`config.mk`:
```
export PLATFORM = sky130hd
export DESIGN_NAME = pwm_capture
export DESIGN_NICKNAME = d
export VERILOG_FILES = /design/src/rtl/pwm_capture.sv
export SDC_FILE = /design/constraint.sdc
export NUM_CORES = 1
export LEC_CHECK = 0
export ABC_AREA = 1
export CAP_MARGIN = 0
export CORE_ASPECT_RATIO = 0.6
export CORE_MARGIN = 1.5
export CORE_UTILIZATION = 40
export CTS_BUF_LIST = sky130_fd_sc_hd__clkbuf_16
export DETAILED_ROUTE_END_ITERATION = 10
export SYNTH_ARGS = -nofsm -noshare
export SYNTH_HDL_FRONTEND = slang
export SYNTH_SLANG_ARGS = --single-unit
```
`constraint.sdc`:
```
create_clock -name clk -period 3.36 [get_ports clk]
set_input_delay 0.504 -clock clk [delete_from_list [all_inputs] [get_ports clk]]
set_output_delay 0.504 -clock clk [all_outputs]
set_load 0.02 [all_outputs]
```
`src/rtl/pwm_capture.sv`:
```
// PWM receiver: synchronises pwm_in, measures high time and rise-to-rise period
// in prescaler ticks, and flags a stuck line after TIMEOUT_TICKS without edges.
module pwm_capture #(
    parameter int DVSR          = 19,
    parameter int TIMEOUT_TICKS = 300
) (
    input  logic       clk,
    input  logic       rst_n,
    input  logic       ena,
    input  logic       pwm_in,
    output logic [7:0] duty,
    output logic       duty_valid,
    output logic [8:0] period,
    output logic       period_valid,
    output logic       stuck
);

    // state | meaning
    // IDLE  | no measurement in progress (after reset, disable or timeout)
    // HIGH  | line high after a counted rise, accumulating high time
    // LOW   | line low after a counted fall, waiting for the closing rise
    typedef enum logic [1:0] {IDLE, HIGH, LOW} state_t;

    localparam int PW = (DVSR < 2) ? 1 : $clog2(DVSR + 1);
    localparam logic [PW-1:0] PRE_MAX  = PW'(DVSR);
    localparam logic [PW-1:0] PRE_HALF = PW'((DVSR + 1) / 2);
    localparam logic [8:0]    TO_CNT   = 9'(TIMEOUT_TICKS);

    state_t        state, state_nxt;
    logic          s1, s2, s3;
    logic [PW-1:0] pre_cnt, pre_inc;
    logic [7:0]    hi_cnt;
    logic [8:0]    per_cnt;
    logic [8:0]    idle_cnt;
    logic          rise, fall, edge_det, tick, round_up, timeout;
    logic [9:0]    hi_sum;
    logic [10:0]   per_sum;
    logic [7:0]    duty_meas;
    logic [8:0]    per_meas;
    logic          pub_duty, pub_period, pub_to, start;

    always_ff @(posedge clk or posedge rst_n) begin
        if (rst_n) begin
            s1 <= 1'b0;
            s2 <= 1'b0;
            s3 <= 1'b0;
        end else begin
            s1 <= pwm_in;
            s2 <= s1;
            s3 <= s2;
        end
    end

    assign rise     = s2 & ~s3;
    assign fall     = ~s2 & s3;
    assign edge_det = rise | fall;
    assign tick     = (pre_cnt == PRE_MAX);
    assign pre_inc  = tick ? '0 : pre_cnt + PW'(1);
    assign timeout  = (idle_cnt == TO_CNT) && !edge_det;

    // The edge cycle is the first clock of a new interval, so measurements include
    // a tick landing on the closing edge and round on the post-increment phase.
    assign round_up  = (pre_inc >= PRE_HALF);
    assign hi_sum    = 10'(hi_cnt) + 10'(tick) + 10'(round_up);
    assign per_sum   = 11'(per_cnt) + 11'(tick) + 11'(round_up);
    assign duty_meas = (hi_sum > 10'd255) ? 8'hFF : hi_sum[7:0];
    assign per_meas  = (per_sum > 11'd511) ? 9'h1FF : per_sum[8:0];

    always_ff @(posedge clk or posedge rst_n) begin
        if (rst_n) state <= IDLE;
        else       state <= state_nxt;
    end

    always_comb begin
        state_nxt = state;
        if (!ena || timeout) begin
            state_nxt = IDLE;
        end else begin
            case (state)
                IDLE:    if (rise) state_nxt = HIGH;
                HIGH:    if (fall) state_nxt = LOW;
                LOW:     if (rise) state_nxt = HIGH;
                default: state_nxt = IDLE;
            endcase
        end
    end

    always_comb begin
        pub_duty   = 1'b0;
        pub_period = 1'b0;
        pub_to     = 1'b0;
        start      = 1'b0;
        if (ena) begin
            pub_to = timeout;
            case (state)
                IDLE: start = rise;
                HIGH: pub_duty = fall;
                LOW: begin
                    pub_period = rise;
                    start      = rise;
                end
                default: ;
            endcase
        end
    end

    always_ff @(posedge clk or posedge rst_n) begin
        if (rst_n) begin
            pre_cnt  <= '0;
            hi_cnt   <= '0;
            per_cnt  <= '0;
            idle_cnt <= '0;
            stuck    <= 1'b0;
        end else if (!ena) begin
            pre_cnt  <= '0;
            hi_cnt   <= '0;
            per_cnt  <= '0;
            idle_cnt <= '0;
            stuck    <= 1'b0;
        end else begin
            pre_cnt <= edge_det ? '0 : pre_inc;

            if (edge_det || timeout)       idle_cnt <= '0;
            else if (tick && idle_cnt != 9'h1FF) idle_cnt <= idle_cnt + 9'd1;

            if (start)                                         hi_cnt <= '0;
            else if (state == HIGH && tick && hi_cnt != 8'hFF) hi_cnt <= hi_cnt + 8'd1;

            if (start)                                           per_cnt <= '0;
            else if (state != IDLE && tick && per_cnt != 9'h1FF) per_cnt <= per_cnt + 9'd1;

            if (edge_det)     stuck <= 1'b0;
            else if (timeout) stuck <= 1'b1;
        end
    end

    always_ff @(posedge clk or posedge rst_n) begin
        if (rst_n) begin
            duty         <= '0;
            duty_valid   <= 1'b0;
            period       <= '0;
            period_valid <= 1'b0;
        end else begin
            duty_valid   <= pub_duty | pub_to;
            period_valid <= pub_period;
            if (pub_to)        duty <= s2 ? 8'hFF : 8'h00;
            else if (pub_duty) duty <= duty_meas;
            if (pub_period)    period <= per_meas;
        end
    end

endmodule

```
* Yosys cells after proc, flatten, opt, wreduce, memory -nomap -nowiden
Cells that the tools add are included.
** Cells by class
- $add $sub $neg :: 8
- $lt $le $gt $ge :: 3
- Equality and inequality tests :: 13
- Multiplexer cells :: 31
- Bitwise operators :: 6
- Reductions and logical operators :: 15
** Operators with widths (count)
- $mux 9 :: 7
- $mux 8 :: 7
- $add 9x1->10 :: 2
- $add 9x1->9 const B :: 2
- $ne 9x9->1 const B :: 2
- $mux 5 :: 3
- $ne 3x1->1 const B :: 5
- $add 10x1->11 :: 1
- $gt 11x9->1 const B :: 1
- $gt 10x8->1 const B :: 1
- $mux 1 :: 10
- $add 8x1->9 :: 1
- $eq 9x9->1 const B :: 1
- $add 8x1->8 const B :: 1
- $ne 8x8->1 const B :: 1
- $logic_and 1x1->1 :: 6
- $mux 2 :: 3
- $add 5x1->5 const B :: 1
- $eq 5x5->1 const B :: 1
- $ge 5x4->1 const B :: 1
- $pmux 2 s2 :: 1
- $reduce_bool 2->1 :: 2
- $ne 3x3->1 const B :: 1
- $and 1x1->1 :: 2
- other kinds (9) :: 13
** Storage, ports and cells
- Flip-flop bits (word level) :: 56
- Logic and storage cells :: 89

* Logic depth before layout (Yosys ltp)
- Word-level depth :: 8
- Mapped depth :: 19
- Gate-level depth less buffers :: 18

* Worst setup path before layout
No wires, ideal clock.
- Path type :: reg-to-reg
- Start point :: reg pre_cnt[0]
- End point :: reg duty[2]
- Library setup time :: 77 ps
- Data arrival time :: 2483 ps
- Setup slack :: 799 ps
- Cell stages (with the launch flop) :: 18
- Buffers on the path :: 1
- Cells stage by stage :: dfrtp_1 ha_1 nand2_1 nor2_1 buf_4 inv_1 nand2_1 a21oi_1 nor2_1 fa_1 inv_1 ha_1 nand3_1 inv_1 nand2_1 o21ai_0 nand2_1 a21oi_1
** On the way
- Cells in the longest elaborated chain, start to end :: 8
** RTL lines
- start: declaration :: RTL line 31 : logic [PW-1:0] pre_cnt, pre_inc;
- start signal: assignment :: RTL line 121 : pre_cnt <= edge_det ? '0 : pre_inc;
- $add 5x1->5 / $eq 5x5->1 (equally long branches) :: RTL line 58, 57
- $mux 5 :: RTL line 58 : assign pre_inc = tick ? '0 : pre_cnt + PW'(1);
- $ge 5x4->1 :: RTL line 63 : assign round_up = (pre_inc >= PRE_HALF);
- $add 9x1->10 (*) :: RTL line 64 : assign hi_sum = 10'(hi_cnt) + 10'(tick) + 10'(round_up);
- $gt 10x8->1 :: RTL line 66 : assign duty_meas = (hi_sum > 10'd255) ? 8'hFF : hi_sum[7:0];
- $mux 8 (*) :: RTL line 66
- $mux 8 (*) :: RTL line 147 : else if (pub_duty) duty <= duty_meas;
- $mux 8 (*) :: RTL line 146 : if (pub_to) duty <= s2 ? 8'hFF : 8'h00;
- end signal: assignment :: RTL line 146
- end signal: assignment :: RTL line 147
- end: declaration :: RTL line 11 : output logic [7:0] duty,
Every way passes the cells marked *; elsewhere a longest branch is shown, timed or not. The select of a mux whose other input is x is not followed.
A chain may end at the register's enable or synchronous reset.

* Worst setup path after layout
Same ends and word-level chain as after synthesis.

==> summary.md <==
| Metric | Value |
|---|---|
| Crit path capture | duty[2] |
| Vias in the first global route | 2564 |
| CTS resizes | 0 |
| Slew headroom | 50.2% |
| Pleak | 1.80 nW |
| Global-route wire length before repair | 12.6 mm |
| Switching share of power | 26.3% |
| Min-Delay Path Class | reg -> reg |
| Mean area per synthesized cell | 7.60 um^2 |
| Ports | 24 |
| Dpl cells | 551 |
| DP Wirelength | 5.41 mm |
| Synthesized instance count | 422 |
| Unrepaired setup endpoints after global routing | no |
| Fmax | 366 MHz |
| Largest net degree at the start of global routing | 57 |
| Fin. max-slew vios | 0 |
| Critical R2R Capture | duty[2] |
| Congestion Overflow GR | 0 |
| R2R setup slack | 0.63 ns |
| Worst-path maximum fanout | 8 |
| Max VDD drop | 0.182 mV |
| Cell count along the critical path | 16 |
| Fin crit share | 81.4% |
| Die ar. | 8580 um^2 |
| R2R cell count | 16 |
| Share of layout cells above drive strength 1 | 7.10% |
| DR vias | 2770 |
| Core ar. | 7820 um^2 |
| Worst setup path start | pre_cnt[0] |
| Worst setup SP type | register |
| Min cycle time layout | 2.73 ns |
| Total GRT Usage | 18.6% |
| Post-CTS Setup Bufs | 0 |
| Initial antenna violation count | 0 |
| Sequential share of power | 50.5% |
| Initial DRC Count | 205 |
| WP data arrival | 2.96 ns |
| Drt wl/cell | 13.1 um |
| Worst-Margin Slew | 0.747 ns |
| Starting Density | 41.0% |
| # Max-Cap Violations | 0 |
| Setup TNS | 0 ns |
| Count of different cell masters after synthesis | 29 |
| CTS Buffer Depth | 2 |
| Reg2reg start | pre_cnt[0] |
| Synth Net Count | 439 |
| Clock Latency Late Sink | 0.30 ns |
| Remaining antenna violation count | 0 |
| Ant diodes | 0 |
| Register area share after synthesis | 43.7% |
| Die Width | 119 um |
| Pwr dens | 393 nW/um^2 |
| Clk network pwr share | 34.8% |
| Endpoints failing hold | 0 |
| Synth warn | 0 |
| H-tree levels | 2 |
| Total iterations of the first detailed-routing run | 5 |
| Routed WL | 7.33 mm |
| Design Area, Final | 3690 um^2 |
| Cts bufs inserted | 5 |
| Final Setup Violations | 0 |
| # port buffers | 23 |
| Worst-path clk slew | 0.07 ns |
| Die Y | 72.3 um |
| Clock sink total | 56 |
| Rows | 25 |
| WP data required | 3.58 ns |
| CP Capture Type | register |
| Psw | 0.382 mW |
| Cell mode on critical path | nand2_1 |
| Comb pwr share | 14.7% |
| Final Skew | 0.00662 ns |
| Outcome | completed |
| Net count, final | 467 |
| DP Area | 3560 um^2 |
| CTS tree | yes |
| Post-Syn Area | 3210 um^2 |
| CP Cell Sequence | ha_1 > nand2_1 > nor2_1 > inv_1 > nand2_1 > a21oi_1 > nor2_1 > fa_1 > inv_1 > ha_1 > nand3_1 > inv_1 > nand2_1 > o21ai_0 > nand2_1 > a21oi_1 |
| Bufs and invs on worst path | 3 |
| Finished Layout Cells | 559 |
| Slowest stage cell, crit path | fa_1 |
| Residual DRC | 0 |
| Hold buffer count at CTS | 0 |
| Root buffer cell | clkbuf_16 |
| Pint | 1.07 mW |
| Critical path's top delay family | adder cells |
| Routed vias/inst | 4.96 |
| CP peak stage delay | 0.43 ns |
| Critical path class | reg -> reg |
| Synth-to-layout area growth | 15.3% |
| GPL Wtd Cong | 0.857 |
| Number of synthesized register bits | 56 |
metal layers:
| layer | track usage (%) | routed length [um] |
|---|---|---|
| met5 | 0 | 0 |
| met4 | 5.09 | 61 |
| met3 | 4.09 | 343 |
| met2 | 25.2 | 2790 |
| met1 | 29.3 | 4140 |
state kept, by name (all words and copies together), names as in the netlist:
| register | count |
|---|---|
| idle_cnt | 9 |
| per_cnt | 9 |
| period | 9 |
| duty | 8 |
| hi_cnt | 8 |
| pre_cnt | 5 |
| state | 2 |
| duty_valid | 1 |
| period_valid | 1 |
| s1 | 1 |
| s2 | 1 |
| s3 | 1 |
| stuck | 1 |
cells in the mapped netlist:
master / number / area share, %
buf_4: 3 / 0.70
inv_2: 3 / 0.35
buf_2: 1 / 0.16
clkinv_1: 1 / 0.12
nand3_1: 48 / 7.5
inv_1: 52 / 6.1
nor2_2: 7 / 1.4
nand2_2: 5 / 0.98
nor3_1: 5 / 0.78
o21ai_0: 19 / 3.0
a21oi_1: 26 / 4.1
nand3_4: 2 / 1.1
and3_1: 1 / 0.20
clkinv_2: 1 / 0.16
a211oi_1: 1 / 0.23
or2_2: 1 / 0.20
ha_1: 11 / 4.3
clkbuf_1: 1 / 0.12
dfrtp_1: 56 / 44
nand2_4: 1 / 0.35
buf_6: 1 / 0.35
xnor2_1: 1 / 0.27
xor2_1: 9 / 2.5
nor2_4: 2 / 0.70
nand2_1: 97 / 11
o21ai_1: 1 / 0.16
nor2_1: 57 / 6.7
fa_1: 2 / 1.2
nand4_1: 7 / 1.4
power groups by stage:
| stage | registers, mW | logic [mW] | clock network [mW] |
|---|---|---|---|
| floorplan | 0.787 | 0.0758 | 0 |
| CTS | 0.734 | 0.216 | 0.524 |
| global route | 0.739 | 0.232 | 0.544 |
| detailed placement | 0.748 | 0.214 | 0 |
| finish | 0.734 | 0.213 | 0.506 |
| global placement | 0.747 | 0.213 | 0 |
through the flow:
stage               utilization [%]  power, mW  setup slack, ns  hold WS, ns
floorplan                         -      0.863            0.799        0.331
global placement               45.5      0.960            0.774        0.336
detailed placement             45.5      0.962            0.666        0.347
CTS                            47.2       1.47            0.642        0.363
global route                   47.2       1.52            0.333        0.361
finish                         47.2       1.45            0.626        0.366
kinds of logic (layout without fill, tap and decap cells):
| family | count (synthesis) | count (layout) | share of synthesized area (%) |
|---|---|---|---|
| and+or+nand+nor | 233 | 233 | 32.6 |
| buffers and inverters | 63 | 92 | 8.04 |
| DFF | 56 | 56 | 43.7 |
| AOI/OAI and AO/OA | 47 | 47 | 7.42 |
| adders and majority gates | 13 | 13 | 5.54 |
| xor gates and xnor gates | 10 | 10 | 2.73 |
area by class of cell:
cell class	count	area, um^2
timing repair buffer	27	260
fill	783	4130
inverter	57	215
sequential	56	1400
clock inverter	3	11.3
tap	108	135
clock buffer	5	125
multi-input combinational	303	1550
worst register-to-register path, delay by kind of cell, from the launching register on:
kind                       cells  cell delay (ns)
and+or+nand+nor                7             0.69
AOI/OAI and AO/OA              3             0.41
DFF                            1             0.40
adders and majority gates      3             0.88
buffers and inverters          3             0.30
placed cells by master (no fill, tap or decap), drive strengths merged:
cell,Yosys,layout
ha,11,11
clkbuf,1,5
nand2,103,103
o21ai,20,20
dfrtp,56,56
nand4,7,7
xor2,9,9
nand3,50,50
inv,55,57
fa,2,2
xnor2,1,1
a21oi,26,26
buf,5,4
clkinv,2,3
or2,1,1
nor3,5,5
and3,1,1
nor2,66,66
clkdlybuf4s50,0,23
a211oi,1,1
worst min path at each step:
stage               start  to  slack (ns)  depth (start not counted)
floorplan              s1  s2        0.33                          0
global placement       s1  s2        0.34                          0
detailed placement     s1  s2        0.35                          0
CTS                    s1  s2        0.36                          0
global route           s1  s2        0.36                          0
finish                 s1  s2        0.37                          0
Note: power is estimated with default switching activity, not from simulation.
==> edit 1 (config.mk and constraints unchanged) <==
`DVSR`: 19 -> 38.
--- a/src/rtl/pwm_capture.sv
+++ b/src/rtl/pwm_capture.sv
@@ -3,3 +3,3 @@
 module pwm_capture #(
-    parameter int DVSR          = 19,
+    parameter int DVSR          = 38,
     parameter int TIMEOUT_TICKS = 300
Check against the original RTL: no difference found for any inputs over 10 cycles, from zero or initial values and one cycle with rst_n high; that may be too few to reach the edited logic, so the function may still have changed.
==> edit 1 against the original RTL <==
- total power is 24% higher
- cell count up 2.5%
- routed wire length grew 1.1%
- sequential cell count is 1 higher
- combinational power increased by 17%
- final area up 8.7%
- count of clock-buffer cells in the layout increased by 4
- sequential share of layout area down 2.4 points
- synthesized area grew 6.0%
- worst setup slack got worse by 0.11 ns
- fmax decreased by 3.8%
- largest cell class unchanged
==> edit 1: results (changes against the original RTL) <==
stage;metric;value;unit;change
power;Leak;1.90;nW;+5.7%
detailed_routing;drt pass-1 iters;6;;+1
layout;Multi-input gate area;1750;um2;+13%
setup_path;Worst path slowest cell;dfrtp_1;;
detailed_routing;Starting DRT DRC Count;165;;-20%
yosys;Distinct cells, synth;34;;+17%
layout;Nets;478;;+2.4%
layout;FILL cells;778;;-0.64%
power;Reg power frac;0.421;;-0.084
detailed_routing;DR vias/cell;4.96;;about the same
cts;# H-tree levels;3;;+1
global_route;global-route wire length before repair;13100;um;+3.7%
timing;fin crit period;2.84;ns;+0.107 ns
layout;final std cells w/o fill;573;;+2.5%
layout;multi-input gates;315;;+4.0%
placed_design;placed inst area;3760;um2;+5.7%
setup_path;r2r setup slk;0.52;ns;-0.11 ns
power;Pint;0.00132;W;+23%
layout;Clock buf/inv share;0.0636;;+0.0266
layout;multi-input gate share of the layout cell area;0.436;;+0.0176
detailed_routing;total wire length;7420;um;+1.1%
setup_path;delay-heaviest family, CP;simple AND/OR/NAND/NOR gates;;
placed_design;gpl congestion;0.909;;+6.0%
detailed_routing;met2 routed WL;2990;um;+7.3%
timing;actual slew at the worst max-slew pin;0.743;ns;-0.00377 ns
cts;CTS Buf Count;9;;+4
detailed_routing;WL met1;3910;um;-5.5%
status;outcome;finished clean;;
global_route;routing usage on met3;0.0813;;+0.0404
yosys;syn nets;445;;+1.4%
edit 1: changes by cell type after synthesis, moves of 5 or more:
cell,before,now
a21oi_1,26,15
a21oi_2,0,8
nand2_1,97,91
nand2_4,1,8
nand3_1,48,41
nor2_1,57,65
o21ai_0,19,14
edit 1: worst paths after layout:
path                               end  cells after the start       start
max                            duty[1]                     17  pre_cnt[0]
min                                 s2                      0          s1
max reg2reg                    duty[1]                     17  pre_cnt[0]
min reg2reg                         s2                      0          s1
max in group asynchronous      duty[5]                      3       rst_n
min in group asynchronous  idle_cnt[1]                      3       rst_n
edit 1: kinds of logic (layout without fill, tap and decap cells):
| logic type | count (synthesis) | count (layout) | synth area share |
|---|---|---|---|
| AO/OA/AOI/OAI | 44 | 44 | 0.0759 |
| XOR/XNOR | 13 | 13 | 0.0335 |
| adder cells (fa/ha/maj) | 14 | 14 | 0.0560 |
| buffers and inverters | 55 | 93 | 0.0648 |
| flip-flops | 57 | 57 | 0.420 |
| AND/OR/NAND/NOR | 244 | 244 | 0.350 |
==> edit 2 (same settings) <==
Without the edit above. Encoding of `state_t`: now one-hot (3 bits for 3 states).
--- a/src/rtl/pwm_capture.sv
+++ b/src/rtl/pwm_capture.sv
@@ -21,3 +21,3 @@
     // LOW   | line low after a counted fall, waiting for the closing rise
-    typedef enum logic [1:0] {IDLE, HIGH, LOW} state_t;
+    typedef enum logic [2:0] {IDLE = 3'b001, HIGH = 3'b010, LOW = 3'b100} state_t;
 
Behaviour: no difference found for any inputs over 10 cycles, from zero or initial values and one cycle with rst_n high; not proved beyond that.
==> edit 2 against the original RTL <==
- worst setup slack worse by 0.083 ns
- total power is 47% higher
- sequential cell count is 1 higher
- via count is 0.25% higher
- critical endpoint is now period[6]
- synthesized area is 1.6% higher
- global-route usage is 0.13 points higher
- largest cell class unchanged
- sequential power is 6.7% higher
- fmax is 2.9% lower
- final area is 7.6% higher
- routed wire length is 1.8% lower
- non-clock buffer count is 1 lower
==> edit 2: results (changes against the original RTL) <==
stage;metric;value;unit;change
status;outcome;finished clean;;
yosys;compound-gate portion of the synthesized area;0.0769;;+0.00270
global_route;initial antenna violation count;0;;unchanged
detailed_routing;WL met3;316;um;-7.9%
yosys;Distinct cells, synth;34;;+17%
global_route;Tot GR Track Use;0.187;;+0.00130
yosys;syn nets;442;;+0.68%
timing;clk_skew;0.00652;ns;-0.0000949 ns
detailed_routing;DR vias/cell;4.85;;-2.0%
detailed_routing;Starting DRT DRC Count;141;;-31%
yosys;Synth area leaders;dfrtp_1, nand2_1, inv_1, nor2_1, nand3_1;;
placed_design;placed inst area;3640;um2;+2.3%
global_route;vias in the first global route;2681;;+4.6%
placed_design;cell count after placement;556;;+0.91%
placed_design;gpl congestion;0.847;;-1.1%
layout;ant diodes;0;;unchanged
placed_design;Setup Slack @ Placement;0.556;ns;-0.110 ns
yosys;Post-Synth Adder-Cell Area;0.0546;;-0.000852
layout;Nets;476;;+1.9%
setup_path;Worst path slowest cell;dfrtp_1;;
yosys;top post-synthesis cells by count;nand2_1, dfrtp_1, inv_1;;
cts;clk slew on worst S/H paths;0.05;ns;-0.02 ns
layout;share of cells above drive strength 1;0.0927;;+0.0217
setup_path;r2r setup slk;0.54;ns;-0.08 ns
global_route;GR Layer Usage met2;0.275;;+0.0226
min_path;worst hold path endpoint;s2;;
setup_path;crit path max fanout;6;;-2
detailed_routing;WL met1;3890;um;-5.9%
detailed_routing;total wire length;7200;um;-1.8%
cts;clock latency on the worst-skew pair;0.33;ns;+0.03 ns
yosys;XOR/XNOR share of the synthesized area;0.0269;;-0.000420
yosys;Seq/Total Area, Yosys;0.439;;+0.00135
placed_design;post-DP HPWL;5370;um;-0.63%
cts;# H-tree levels;3;;+1
detailed_routing;Avg WL per Cell;12.6;um;-4.0%
yosys;Syn Inst Count;425;;+0.71%
setup_path;CP max stage delay;0.39;ns;-0.04 ns
global_route;routing usage on met3;0.0570;;+0.0162
global_route;global-route wire length before repair;12700;um;+0.60%
power;VDD IR max;0.000322;V;+77%
-- edit 2: cell count changes after synthesis, sizes merged, moves of 5 or more --
| cell | change |
|---|---|
| a21oi | -7 |
| nand3 | -19 |
| nand4 | +8 |
| nor3 | +5 |
| nor2 | -16 |
| o21ai | +5 |
| nand2 | +22 |
-- edit 2: how the worst max path moves through the flow --
| stage | startpoint | endpoint | slack [ns] | cells after the start |
|---|---|---|---|---|
| 2_1_floorplan | pre_cnt[0] | period[6] | 0.82 | 16 |
| 3_3_place_gp | pre_cnt[0] | period[6] | 0.69 | 16 |
| 3_5_place_dp | pre_cnt[0] | period[6] | 0.56 | 16 |
| 4_1_cts | pre_cnt[0] | period[6] | 0.55 | 16 |
| 5_1_grt | pre_cnt[0] | duty[5] | 0.29 | 16 |
| 6_report | pre_cnt[0] | period[6] | 0.54 | 16 |
-- edit 2: power breakdown --
part	switching, W	internal, W
registers	0.0000327	0.000750
logic	0.000202	0.000129
clock network	0.000312	0.000716
-- edit 2: final cells by class --
class / count / area (um2)
fillers: 766 / 3910
multi-input cells: 305 / 1590
flip-flops and latches: 57 / 1430
repair buffers: 26 / 265
clock buffers: 9 / 225
inverters: 60 / 225
well taps: 108 / 135
clock inverters: 7 / 109
-- edit 2: worst register-to-register path, stage by stage, from the launching register on --
cell and delay, ns:
dfrtp_1 0.39, ha_1 0.29, nand2_2 0.12, nor3_4 0.06, nor2_1 0.10, nand2_1 0.07
a21oi_1 0.15, nor2_1 0.10, fa_1 0.38, inv_1 0.09, ha_1 0.18, inv_1 0.05
nor2_1 0.24, nand2_1 0.10, xor2_1 0.15, o21ai_0 0.17, nand2_1 0.06
